$ cat config.mk
export PLATFORM = sky130hd
export DESIGN_NAME = tdm_demux_2ch_flat
export DESIGN_NICKNAME = d
export VERILOG_FILES = /design/src/rtl/tdm_demux_2ch_if.sv /design/src/rtl/tdm_demux_2ch.sv /design/src/flat_wrapper.sv
export SDC_FILE = /design/constraint.sdc
export NUM_CORES = 1
export LEC_CHECK = 0
export CAP_MARGIN = 10
export CORE_MARGIN = 5
export CORE_UTILIZATION = 51
export CTS_CLUSTER_DIAMETER = 30
export DETAILED_ROUTE_END_ITERATION = 6
export PLACE_DENSITY = 0.78
export SKIP_CTS_REPAIR_TIMING = 1
export SLEW_MARGIN = 30
export SYNTH_ARGS = -nofsm -noshare
export SYNTH_HDL_FRONTEND = slang
export SYNTH_SLANG_ARGS = --single-unit
$ cat constraint.sdc
create_clock -name clk -period 1.9 [get_ports clk]
set_input_delay 0.38 -clock clk [delete_from_list [all_inputs] [get_ports clk]]
set_output_delay 0.38 -clock clk [all_outputs]
set_load 0.05 [all_outputs]
$ cat src/rtl/tdm_demux_2ch_if.sv
// Bundle of the TDM receive link: the serial input side and the
// per-channel parallel outputs of the demultiplexer.
interface tdm_demux_2ch_if #(
  parameter int WIDTH = 8
);
  logic             din;
  logic             din_valid;
  logic             sync;
  logic [WIDTH-1:0] ch0_data;
  logic             ch0_valid;
  logic [WIDTH-1:0] ch1_data;
  logic             ch1_valid;
  logic             locked;
  logic             frame_err;

  // Link driver / consumer side.
  modport master (
    output din, din_valid, sync,
    input  ch0_data, ch0_valid, ch1_data, ch1_valid, locked, frame_err
  );

  // Demultiplexer side.
  modport slave (
    input  din, din_valid, sync,
    output ch0_data, ch0_valid, ch1_data, ch1_valid, locked, frame_err
  );
endinterface

$ cat src/rtl/tdm_demux_2ch.sv
// Two-channel TDM demultiplexer: delineates frames on the sync marker and
// deserializes the ch0 and ch1 slots (MSB first) into parallel words, each
// with a one-cycle valid strobe. Loss of alignment pulses frame_err.
module tdm_demux_2ch #(
  parameter int WIDTH = 8
) (
  input  logic              clk,
  input  logic              rst_n,
  tdm_demux_2ch_if.slave    bus
);

  localparam int CNT_W = $clog2(WIDTH);

  localparam logic [1:0] HUNT = 2'd0;
  localparam logic [1:0] CH0  = 2'd1;
  localparam logic [1:0] CH1  = 2'd2;

  localparam logic [CNT_W-1:0] CNT_LAST = CNT_W'(WIDTH - 1);
  localparam logic [CNT_W-1:0] CNT_ONE  = CNT_W'(1);

  logic [1:0]       state;
  logic [CNT_W-1:0] cnt;
  logic [WIDTH-1:0] sr;
  logic [WIDTH-1:0] ch0_data_q;
  logic [WIDTH-1:0] ch1_data_q;
  logic             ch0_valid_q;
  logic             ch1_valid_q;
  logic             locked_q;
  logic             frame_err_q;

  // Shift register contents after taking the current bit; also the
  // completed word when the last bit of a slot arrives.
  logic [WIDTH-1:0] sr_next;
  assign sr_next = {sr[WIDTH-2:0], bus.din};

  // First bit of a frame position: the only place sync is allowed.
  logic at_frame_start;
  assign at_frame_start = (state == CH0) && (cnt == '0);

  // Frame delineation, deserialization and alignment supervision.
  // NOTE: every register here uses non-blocking assignment so all updates
  // take effect together at the edge; the strobes default low each cycle and
  // are only raised by the word-complete or violation branches below.
  always_ff @(posedge clk or negedge rst_n) begin
    if (!rst_n) begin
      state       <= HUNT;
      cnt         <= '0;
      sr          <= '0;
      ch0_data_q  <= '0;
      ch1_data_q  <= '0;
      ch0_valid_q <= 1'b0;
      ch1_valid_q <= 1'b0;
      locked_q    <= 1'b0;
      frame_err_q <= 1'b0;
    end else begin
      ch0_valid_q <= 1'b0;
      ch1_valid_q <= 1'b0;
      frame_err_q <= 1'b0;

      if (bus.din_valid) begin
        if (state == HUNT) begin
          // Sync-less bits are dropped until a frame start is seen.
          if (bus.sync) begin
            sr    <= sr_next;
            cnt   <= CNT_ONE;
            state <= CH0;
          end
        end else if (at_frame_start && locked_q && !bus.sync) begin
          // Expected marker missing: alignment lost, drop the bit.
          frame_err_q <= 1'b1;
          locked_q    <= 1'b0;
          cnt         <= '0;
          state       <= HUNT;
        end else if (bus.sync && !at_frame_start) begin
          // Marker in the wrong place: abandon the partial word and
          // treat this bit as the first bit of a new frame.
          frame_err_q <= 1'b1;
          locked_q    <= 1'b0;
          sr          <= sr_next;
          cnt         <= CNT_ONE;
          state       <= CH0;
        end else begin
          sr <= sr_next;
          if (cnt == CNT_LAST) begin
            cnt <= '0;
            if (state == CH0) begin
              ch0_data_q  <= sr_next;
              ch0_valid_q <= 1'b1;
              state       <= CH1;
            end else begin
              ch1_data_q  <= sr_next;
              ch1_valid_q <= 1'b1;
              locked_q    <= 1'b1;
              state       <= CH0;
            end
          end else begin
            cnt <= cnt + CNT_ONE;
          end
        end
      end
    end
  end

  assign bus.ch0_data  = ch0_data_q;
  assign bus.ch0_valid = ch0_valid_q;
  assign bus.ch1_data  = ch1_data_q;
  assign bus.ch1_valid = ch1_valid_q;
  assign bus.locked    = locked_q;
  assign bus.frame_err = frame_err_q;

endmodule
$ cat src/flat_wrapper.sv
// flat-port wrapper written by rule: the top's interface ports become plain ports
module tdm_demux_2ch_flat 
#(
  parameter int WIDTH = 8
)
  (clk, rst_n, bus_din, bus_din_valid, bus_sync, bus_ch0_data, bus_ch0_valid, bus_ch1_data, bus_ch1_valid, bus_locked, bus_frame_err);
  tdm_demux_2ch_if #(.WIDTH(WIDTH)) bus_i ();
  input  logic clk;
  input  logic rst_n;
  input wire logic [$bits(bus_i.din)-1:0] bus_din;
  input wire logic [$bits(bus_i.din_valid)-1:0] bus_din_valid;
  input wire logic [$bits(bus_i.sync)-1:0] bus_sync;
  output wire logic [$bits(bus_i.ch0_data)-1:0] bus_ch0_data;
  output wire logic [$bits(bus_i.ch0_valid)-1:0] bus_ch0_valid;
  output wire logic [$bits(bus_i.ch1_data)-1:0] bus_ch1_data;
  output wire logic [$bits(bus_i.ch1_valid)-1:0] bus_ch1_valid;
  output wire logic [$bits(bus_i.locked)-1:0] bus_locked;
  output wire logic [$bits(bus_i.frame_err)-1:0] bus_frame_err;
  assign bus_i.din = bus_din;
  assign bus_i.din_valid = bus_din_valid;
  assign bus_i.sync = bus_sync;
  assign bus_ch0_data = bus_i.ch0_data;
  assign bus_ch0_valid = bus_i.ch0_valid;
  assign bus_ch1_data = bus_i.ch1_data;
  assign bus_ch1_valid = bus_i.ch1_valid;
  assign bus_locked = bus_i.locked;
  assign bus_frame_err = bus_i.frame_err;
  tdm_demux_2ch #(.WIDTH(WIDTH)) u_core (.clk(clk), .rst_n(rst_n), .bus(bus_i));
endmodule
==> impl_metrics.csv, run 1 <==
group,metric,value,unit
status,status,"finished, final reports clean",
detailed_routing,vias,972,
global_route,antenna_found_initial,0,
clock_network,clk_pin_slew,100,ps
worst_setup_path,setup.worst_path.start_class,"flip-flop",
sta,period_minus_slack,1835,ps
placed_design,io_buffers,24,
power,p_per_area,1085,nW/um^2
logic_synthesis,synth_cell_types,29,
detailed_routing,drc,0,
final_layout,antenna_cells,0,
clock_network,htreeDepth,2,
placed_design,gp_congestion,0.8281,
die,start_util,54.51,%
logic_synthesis,netlist_area,1375,um^2
clock_network,worstSkewPairLatency,330,ps
logic_synthesis,synth_fp_nets,119,
logic_synthesis,ys_warn_count,0,
run,drv_cap,0,
detailed_routing,dr.pass1.iters,4,
sta,fin_crit_sh,96.56,%
die,coreArea,2522,um^2
detailed_routing,via_per_inst,5.523,
clock_network,clkSinkCount,32,
min_path,hp-class,"in2async",
global_route,grt_max_degree,33,
clock_network,cts_tree,"built",
sta,slew_violations,0,
die,die_h,61.93,um
worst_setup_path,crit_chain,"clkdlybuf4s50_1",
logic_synthesis,synth-async-reset-ratio,100.0,%
sta,rsz0062_at_grt,"false",
final_layout,nNetsFinal,153,
clock_network,cts-buffers-inserted,5,
sta,setup_violations,0,
sta,setup_tns,0,ps
worst_setup_path,arrival,1450,ps
logic_synthesis,seq_area_frac_synth,58.23,%
sta,whs,438.1,ps
sta,hold_viol,0,
power,total_power,1.917,mW
sta,finalClockSkew,11.98,ps
final_layout,fin_util,70.04,%
placed_design,hpwl,1.887,mm
sta,tightest_slew,523.5,ps
worst_setup_path,crit_buf_inv,1,
sta,timing.final.ws_setup,65.43,ps
clock_network,cts_buffer_depth,2,
detailed_routing,ant_nets,0,
logic_synthesis,syn_inst,111,
worst_setup_path,crit_family,"buffers and inverters",
detailed_routing,post_drt_wl_per_cell,16.34,um
global_route,grt_usage,17.93,%
global_route,grt_pass1_wl,4.767,mm
placed_design,pre_cts_ws,-55.82,ps
final_layout,synthToLayoutAreaGrowth,28.48,%
final_layout,drive_gt1_share,28.08,%
global_route,gr-total-overflow,0,
power,p_leak,1.137,nW
sta,slew_headroom,65.04,%
logic_synthesis,synth.avg_cell_area,12.39,um^2
worst_setup_path,critical_path_class,"reg2out",
sta,fmax,545.1,MHz
worst_setup_path,critPathMaxStageDelay,790,ps
detailed_routing,totalWireLength,2.875,mm
power,peakVddDrop,821.6,uV
worst_setup_path,cpMaxStageDelayCell,"clkdlybuf4s50_1",
die,rows,18,
die,ios,25,
worst_setup_path,endpoint_kind,"output pin",
worst_setup_path,critPathRequiredTime,1520,ps
logic_synthesis,synth-edff-count,0,
detailed_routing,initialDrtViolationCount,34,
die,dieArea,3835,um^2
clock_network,clock_tree.root_cell,"clkbuf_4",
die,fp.dieW,61.93,um
global_route,first_global_vias,1024,
worst_setup_path,crit_fanout,1,
logic_synthesis,yosys_register_bits,32,
logic_synthesis,synth_flop_cell,"dfrtp_1",
sequential cells by signal, summed over array words and instances, names as in the netlist:
register              cells
u_core.bus.ch0_valid      1
u_core.bus.frame_err      1
u_core.bus.ch0_data       8
u_core.sr                 7
u_core.bus.ch1_data       8
u_core.bus.locked         1
u_core.bus.ch1_valid      1
u_core.state              2
u_core.cnt                3
kinds of logic after synthesis:
logic type	Yosys count	share of synthesized area (%)
buffers and inverters	8	2.548
AOI/OAI and AO/OA	16	8.463
muxes	16	13.38
and+or+nand+nor	36	14.65
DFF	32	58.23
adders and majority gates	3	2.730
cells in the mapped netlist (2+ instances only):
library cell / n / area share (%)
a22o_1: 2 / 1.3
mux2_2: 15 / 12
ha_1: 3 / 2.7
nand2_1: 27 / 7.4
dfrtp_1: 32 / 58
a21oi_1: 3 / 1.1
o21ai_0: 3 / 1.1
inv_1: 5 / 1.4
placed cells by master, fill, tap and decap left out, drive strengths merged, types with 4 or more instances in the layout:
master          n
nand2          27
buf             9
mux2           16
dlymetal6s2s   15
clkbuf          6
dfrtp          32
clkdlybuf4s50   5
a21oi           4
inv             5
layout make-up:
| cell class | instances | area (um^2) |
|---|---|---|
| well taps | 30 | 37.54 |
| multi-input cells | 71 | 539.3 |
| fillers | 198 | 755.7 |
| inverters | 6 | 22.52 |
| repair buffers | 29 | 305.3 |
| flip-flops and latches | 32 | 800.8 |
| clock buffers | 6 | 51.30 |
| clock inverters | 2 | 10.01 |
through the flow:
step | area, um^2 | cells
after floorplan | 1375 | 111
after global placement | 1668 | 168
after detailed placement | 1668 | 168
after CTS | 1729 | 176
after global routing | 1767 | 176
final | 1767 | 176
metal layers:
metal	vias up	GRT usage, %	part of all wire [%]	routed length [um]
met4	0	7.879	0.94	27
li1	445	-	-	-
met2	36	28.85	51	1456
met1	487	21.44	42	1206
met5	-	0	0	0
met3	4	6.818	6.4	184
power breakdown:
group	switching [mW]	internal, mW	total, mW
clock network	0.232	0.176	0.408
logic	0.295	0.260	0.556
registers	0.137	0.817	0.954
worst paths after layout:
path	from	to	slack, ps	cells past startpoint
max	u_core.bus.frame_err	bus_frame_err	70	1
min	rst_n	u_core.bus.ch1_data[2]	440	2
max reg2reg	u_core.cnt[0]	u_core.sr[4]	120	5
min reg2reg	u_core.bus.ch1_data[1]	u_core.bus.ch1_data[1]	480	2
max in group asynchronous	rst_n	u_core.bus.ch1_data[6]	1160	2
min in group clk	u_core.bus.ch1_data[1]	u_core.bus.ch1_data[1]	480	2
Note: power is estimated with default switching activity, not from simulation.
==> inputs of run 2 (changes only) <==
--- a/config.mk
+++ b/config.mk
@@ -6,6 +6,7 @@
 export NUM_CORES = 1
 export LEC_CHECK = 0
 export CAP_MARGIN = 10
+export CORE_ASPECT_RATIO = 1.4
 export CORE_MARGIN = 5
 export CORE_UTILIZATION = 51
 export CTS_CLUSTER_DIAMETER = 30
==> impl_metrics.csv, run 2 (same netlist as run 1, synthesis figures left out) <==
group,metric,value,unit
sta,whs,448.8,ps
global_route,grt_pass1_wl,4.919,mm
worst_setup_path,cpMaxStageDelayCell,"clkdlybuf4s50_1",
worst_setup_path,critPathMaxStageDelay,810,ps
clock_network,cts_tree,"built",
global_route,grt_usage,17.90,%
placed_design,gp_congestion,0.8887,
final_layout,antenna_cells,0,
clock_network,worstSkewPairLatency,320,ps
detailed_routing,post_drt_wl_per_cell,15.31,um
sta,rsz0062_at_grt,"false",
die,fp.dieW,53.89,um
sta,period_minus_slack,1858,ps
worst_setup_path,crit_start,"u_core.bus.ch1_data[3]",
final_layout,drive_gt1_share,26.35,%
placed_design,hpwl,2.080,mm
worst_setup_path,critPathRequiredTime,1520,ps
worst_setup_path,r2r_start,"u_core.cnt[0]",
die,coreArea,2615,um^2
worst_setup_path,arrival,1480,ps
clock_network,clk_pin_slew,90,ps
worst_setup_path,crit_family,"buffers and inverters",
detailed_routing,dr.pass1.iters,4,
detailed_routing,ant_nets,0,
global_route,gr-total-overflow,0,
sta,finalClockSkew,5.106,ps
die,start_util,52.58,%
power,p_leak,1.136,nW
global_route,first_global_vias,1060,
sta,fin_crit_sh,97.79,%
sta,tightest_slew,522.6,ps
detailed_routing,vias,956,
sta,timing.final.ws_setup,41.90,ps
clock_network,clock_tree.root_cell,"clkbuf_4",
sta,fmax,538.2,MHz
placed_design,io_buffers,24,
sta,hold_viol,0,
die,die_h,71.44,um
sta,slew_headroom,65.10,%
final_layout,nNetsFinal,156,
placed_design,pre_cts_ws,-75.86,ps
worst_setup_path,endpoint_kind,"output pin",
placed_design,dp.cells,177,
detailed_routing,initialDrtViolationCount,12,
detailed_routing,totalWireLength,2.817,mm
sta,slew_violations,0,
run,drv_cap,0,
clock_network,cts-buffers-inserted,5,
die,dieArea,3850,um^2
global_route,antenna_found_initial,0,
worst_setup_path,critical_path_class,"reg2out",
power,peakVddDrop,651.2,uV
status,status,"finished, final reports clean",
detailed_routing,drc,0,
clock_network,htreeDepth,2,
die,ios,25,
worst_setup_path,crit_buf_inv,1,
power,p_per_area,1039,nW/um^2
sta,setup_tns,0,ps
worst_setup_path,crit_chain,"clkdlybuf4s50_1",
global_route,grt_max_degree,33,
min_path,hp-class,"in2async",
die,rows,22,
worst_setup_path,crit_fanout,2,
final_layout,layout_commonest_cell,"dfrtp_1",
detailed_routing,via_per_inst,5.196,
final_layout,final_cells,184,
clock_network,cts_buffer_depth,2,
sta,setup_violations,0,
worst_setup_path,setup.worst_path.start_class,"flip-flop",
clock_network,clkSinkCount,32,
final_layout,mostFrequentLayoutCells,"32 x dfrtp_1, 27 x nand2_1, 15 x mux2_2, 15 x dlymetal6s2s_1, 9 x buf_4",
final_layout,synthToLayoutAreaGrowth,30.12,%
-- run 2: cell types whose count changed in the layout (fill, tap and decap cells not counted), sizes merged --
cell and delta:
clkdlybuf4s50 +3, clkinv -1
-- run 2: layout make-up --
type	count	area, um^2
multi-input cells	71	539.3
well taps	36	45.04
repair buffers	32	335.3
inverters	6	22.52
flip-flops and latches	32	800.8
clock inverters	1	5.005
clock buffers	6	41.29
fillers	197	825.8
-- run 2: layer usage --
| layer | GRT usage, % | share of wire, % |
|---|---|---|
| met5 | 0 | 0 |
| met4 | 9.091 | 2.3 |
| met3 | 6.861 | 7.2 |
| met2 | 28.17 | 52 |
| met1 | 20.60 | 38 |
-- run 2: report_power, final --
part	leakage [nW]	total, mW	internal, mW	switching (mW)
clock network	0.0281	0.345	0.136	0.209
registers	0.425	0.943	0.818	0.126
logic	0.683	0.572	0.270	0.302
-- run 2: per-stage QoR --
| step | instance area (um^2) | total power, mW | util (%) |
|---|---|---|---|
| after floorplan | 1375 | 1.343 | - |
| after global placement | 1705 | 1.500 | 65.22 |
| after detailed placement | 1705 | 1.537 | 65.22 |
| after CTS | 1752 | 1.887 | 66.99 |
| after global routing | 1789 | 1.984 | 68.42 |
| final | 1789 | 1.859 | 68.42 |
-- run 2: worst paths after layout --
path                       depth (start not counted)                      to  slack, ps
hold / removal                                     2    u_core.bus.frame_err        450
setup reg to reg                                   6           u_core.cnt[1]        210
min in group clk                                   2  u_core.bus.ch1_data[6]        480
setup / recovery                                   1         bus_ch1_data[3]         40
hold reg to reg                                    2  u_core.bus.ch1_data[6]        480
max in group asynchronous                          2  u_core.bus.ch1_data[3]       1170
==> inputs of run 3 (changes only) <==
--- a/config.mk
+++ b/config.mk
@@ -9,8 +9,8 @@
 export CORE_ASPECT_RATIO = 1.4
 export CORE_MARGIN = 5
 export CORE_UTILIZATION = 51
-export CTS_CLUSTER_DIAMETER = 30
 export DETAILED_ROUTE_END_ITERATION = 6
+export GPL_TIMING_DRIVEN = 0
 export PLACE_DENSITY = 0.78
 export SKIP_CTS_REPAIR_TIMING = 1
 export SLEW_MARGIN = 30
==> impl_metrics.csv, run 3 (same netlist as run 1, synthesis figures left out) <==
group,metric,value,unit
clock_network,clkSinkCount,32,
sta,fmax,544.3,MHz
detailed_routing,vias,953,
final_layout,synthToLayoutAreaGrowth,28.66,%
power,p_per_area,1135,nW/um^2
global_route,gr-total-overflow,0,
clock_network,clk_pin_slew,100,ps
die,die_h,71.44,um
global_route,antenna_found_initial,0,
global_route,grt_pass1_wl,4.726,mm
sta,rsz0062_at_grt,"false",
worst_setup_path,crit_fanout,1,
power,pwr-share-seq,47.5,%
power,p_switching,0.6637,mW
detailed_routing,initialDrtViolationCount,22,
die,ios,25,
power,p_int,1.344,mW
clock_network,worstSkewPairLatency,340,ps
die,rows,22,
worst_setup_path,critPathMaxStageDelay,790,ps
final_layout,mostFrequentLayoutCells,"32 x dfrtp_1, 27 x nand2_1, 17 x dlymetal6s2s_1, 15 x mux2_2",
final_layout,register_area,800.8,um^2
detailed_routing,totalWireLength,2.749,mm
worst_setup_path,cpMaxStageDelayCell,"clkdlybuf4s50_1",
run,drv_cap,0,
detailed_routing,post_drt_wl_per_cell,15.36,um
worst_setup_path,reg2reg_slack,110,ps
sta,slew_violations,0,
worst_setup_path,rr_endpoint,"u_core.sr[0]",
clock_network,cts-buffers-inserted,5,
worst_setup_path,endpoint_kind,"output pin",
power,peakVddDrop,714.3,uV
sta,hold_viol,0,
sta,slew_headroom,54.40,%
placed_design,pre_cts_ws,-87.02,ps
power,p_clk_share,25.3,%
final_layout,nNetsFinal,150,
worst_setup_path,crit_family,"buffers and inverters",
die,dieArea,3850,um^2
final_layout,multi_input_area,539.3,um^2
power,swShare,33.06,%
clock_network,htreeDepth,2,
clock_network,cts_tree,"built",
status,status,"finished, final reports clean",
final_layout,drive_gt1_share,25.87,%
final_layout,layout_commonest_cell,"dfrtp_1",
worst_setup_path,crit_chain,"clkdlybuf4s50_1",
power,p_leak,1.162,nW
detailed_routing,via_per_inst,5.324,
sta,finalClockSkew,9.996,ps
placed_design,gp_congestion,0.9285,
sta,period_minus_slack,1837,ps
worst_setup_path,arrival,1460,ps
final_layout,n_fill_cell,181,
clock_network,clock_tree.root_cell,"clkbuf_4",
die,start_util,52.58,%
worst_setup_path,critPathRequiredTime,1520,ps
min_path,hp-class,"in2async",
placed_design,hpwl,1.929,mm
sta,tightest_slew,684.1,ps
detailed_routing,drc,0,
worst_setup_path,reg2regPathDepth,5,
sta,fin_crit_sh,96.70,%
sta,setup_violations,0,
worst_setup_path,setup.worst_path.start_class,"flip-flop",
worst_setup_path,crit_buf_inv,1,
global_route,grt_max_degree,33,
detailed_routing,dr.pass1.iters,4,
worst_setup_path,critical_path_class,"reg2out",
final_layout,antenna_cells,0,
placed_design,io_buffers,22,
clock_network,cts_buffer_depth,2,
worst_setup_path,r2r_start,"u_core.cnt[0]",
global_route,grt_usage,17.04,%
die,coreArea,2615,um^2
die,fp.dieW,53.89,um
global_route,first_global_vias,991,
sta,timing.final.ws_setup,62.67,ps
power,combPwrFrac,27.2,%
detailed_routing,ant_nets,0,
sta,setup_tns,0,ps
run 3: cell types whose count changed in the layout (fill, tap and decap cells not counted), moves of 2 or more:
cell,delta
clkdlybuf4s50_1,-4
buf_2,+2
buf_4,-6
dlymetal6s2s_1,+2
run 3: cell type report:
cell class | instances | share of cell area, %
inverters | 6 | 1.273
flip-flops and latches | 32 | 45.26
multi-input cells | 71 | 30.48
repair buffers | 24 | 15.42
clock inverters | 2 | 1.980
well taps | 36 | 2.546
clock buffers | 6 | 2.334
plain buffers | 2 | 0.7072
run 3: metal layers:
metal | track usage [%] | vias to the layer above | wire [um]
met3 | 5.613 | 7 | 177
met4 | 9.375 | 0 | 62
met5 | 0 | - | 0
met2 | 25.47 | 27 | 1396
li1 | - | 441 | -
met1 | 21.23 | 478 | 1113
run 3: power groups by stage:
stage / clock, mW / sequential (mW) / combinational [mW]
after floorplan: 0 / 1.02 / 0.318
after global placement: 0 / 0.952 / 0.522
after detailed placement: 0 / 0.966 / 0.553
after CTS: 0.517 / 0.952 / 0.554
after global routing: 0.553 / 0.977 / 0.591
final: 0.508 / 0.953 / 0.546
run 3: worst max-delay path by stage:
stage                               from                     end  cells past startpoint
global placement                   rst_n  u_core.bus.ch0_data[3]                      1
floorplan              u_core.bus.locked  u_core.bus.ch0_data[0]                      4
detailed placement         u_core.cnt[0]  u_core.bus.ch1_data[3]                      6
CTS                        u_core.cnt[0]  u_core.bus.ch1_data[3]                      6
global route        u_core.bus.ch0_valid           bus_ch0_valid                      1
finish              u_core.bus.ch0_valid           bus_ch0_valid                      1
run 3: worst register-to-register path, delay by kind of cell, from the launching register on:
kind	cells	cell delay, ps
AOI/OAI and AO/OA	1	390
buffers and inverters	1	60
and+or+nand+nor	1	220
muxes	1	390
adders and majority gates	1	230
DFF	1	410
run 3: stage by stage:
step / util (%) / instance area, um^2 / hold slack [ps] / cells / power [mW]
floorplan: - / 1375 / 84.41 / 111 / 1.343
global placement: 62.73 / 1640 / 460.9 / 169 / 1.474
detailed placement: 62.54 / 1635 / 462.9 / 169 / 1.518
CTS: 65.45 / 1712 / 89.45 / 177 / 2.023
global route: 67.66 / 1769 / 124.6 / 179 / 2.121
finish: 67.66 / 1769 / 75.39 / 179 / 2.008
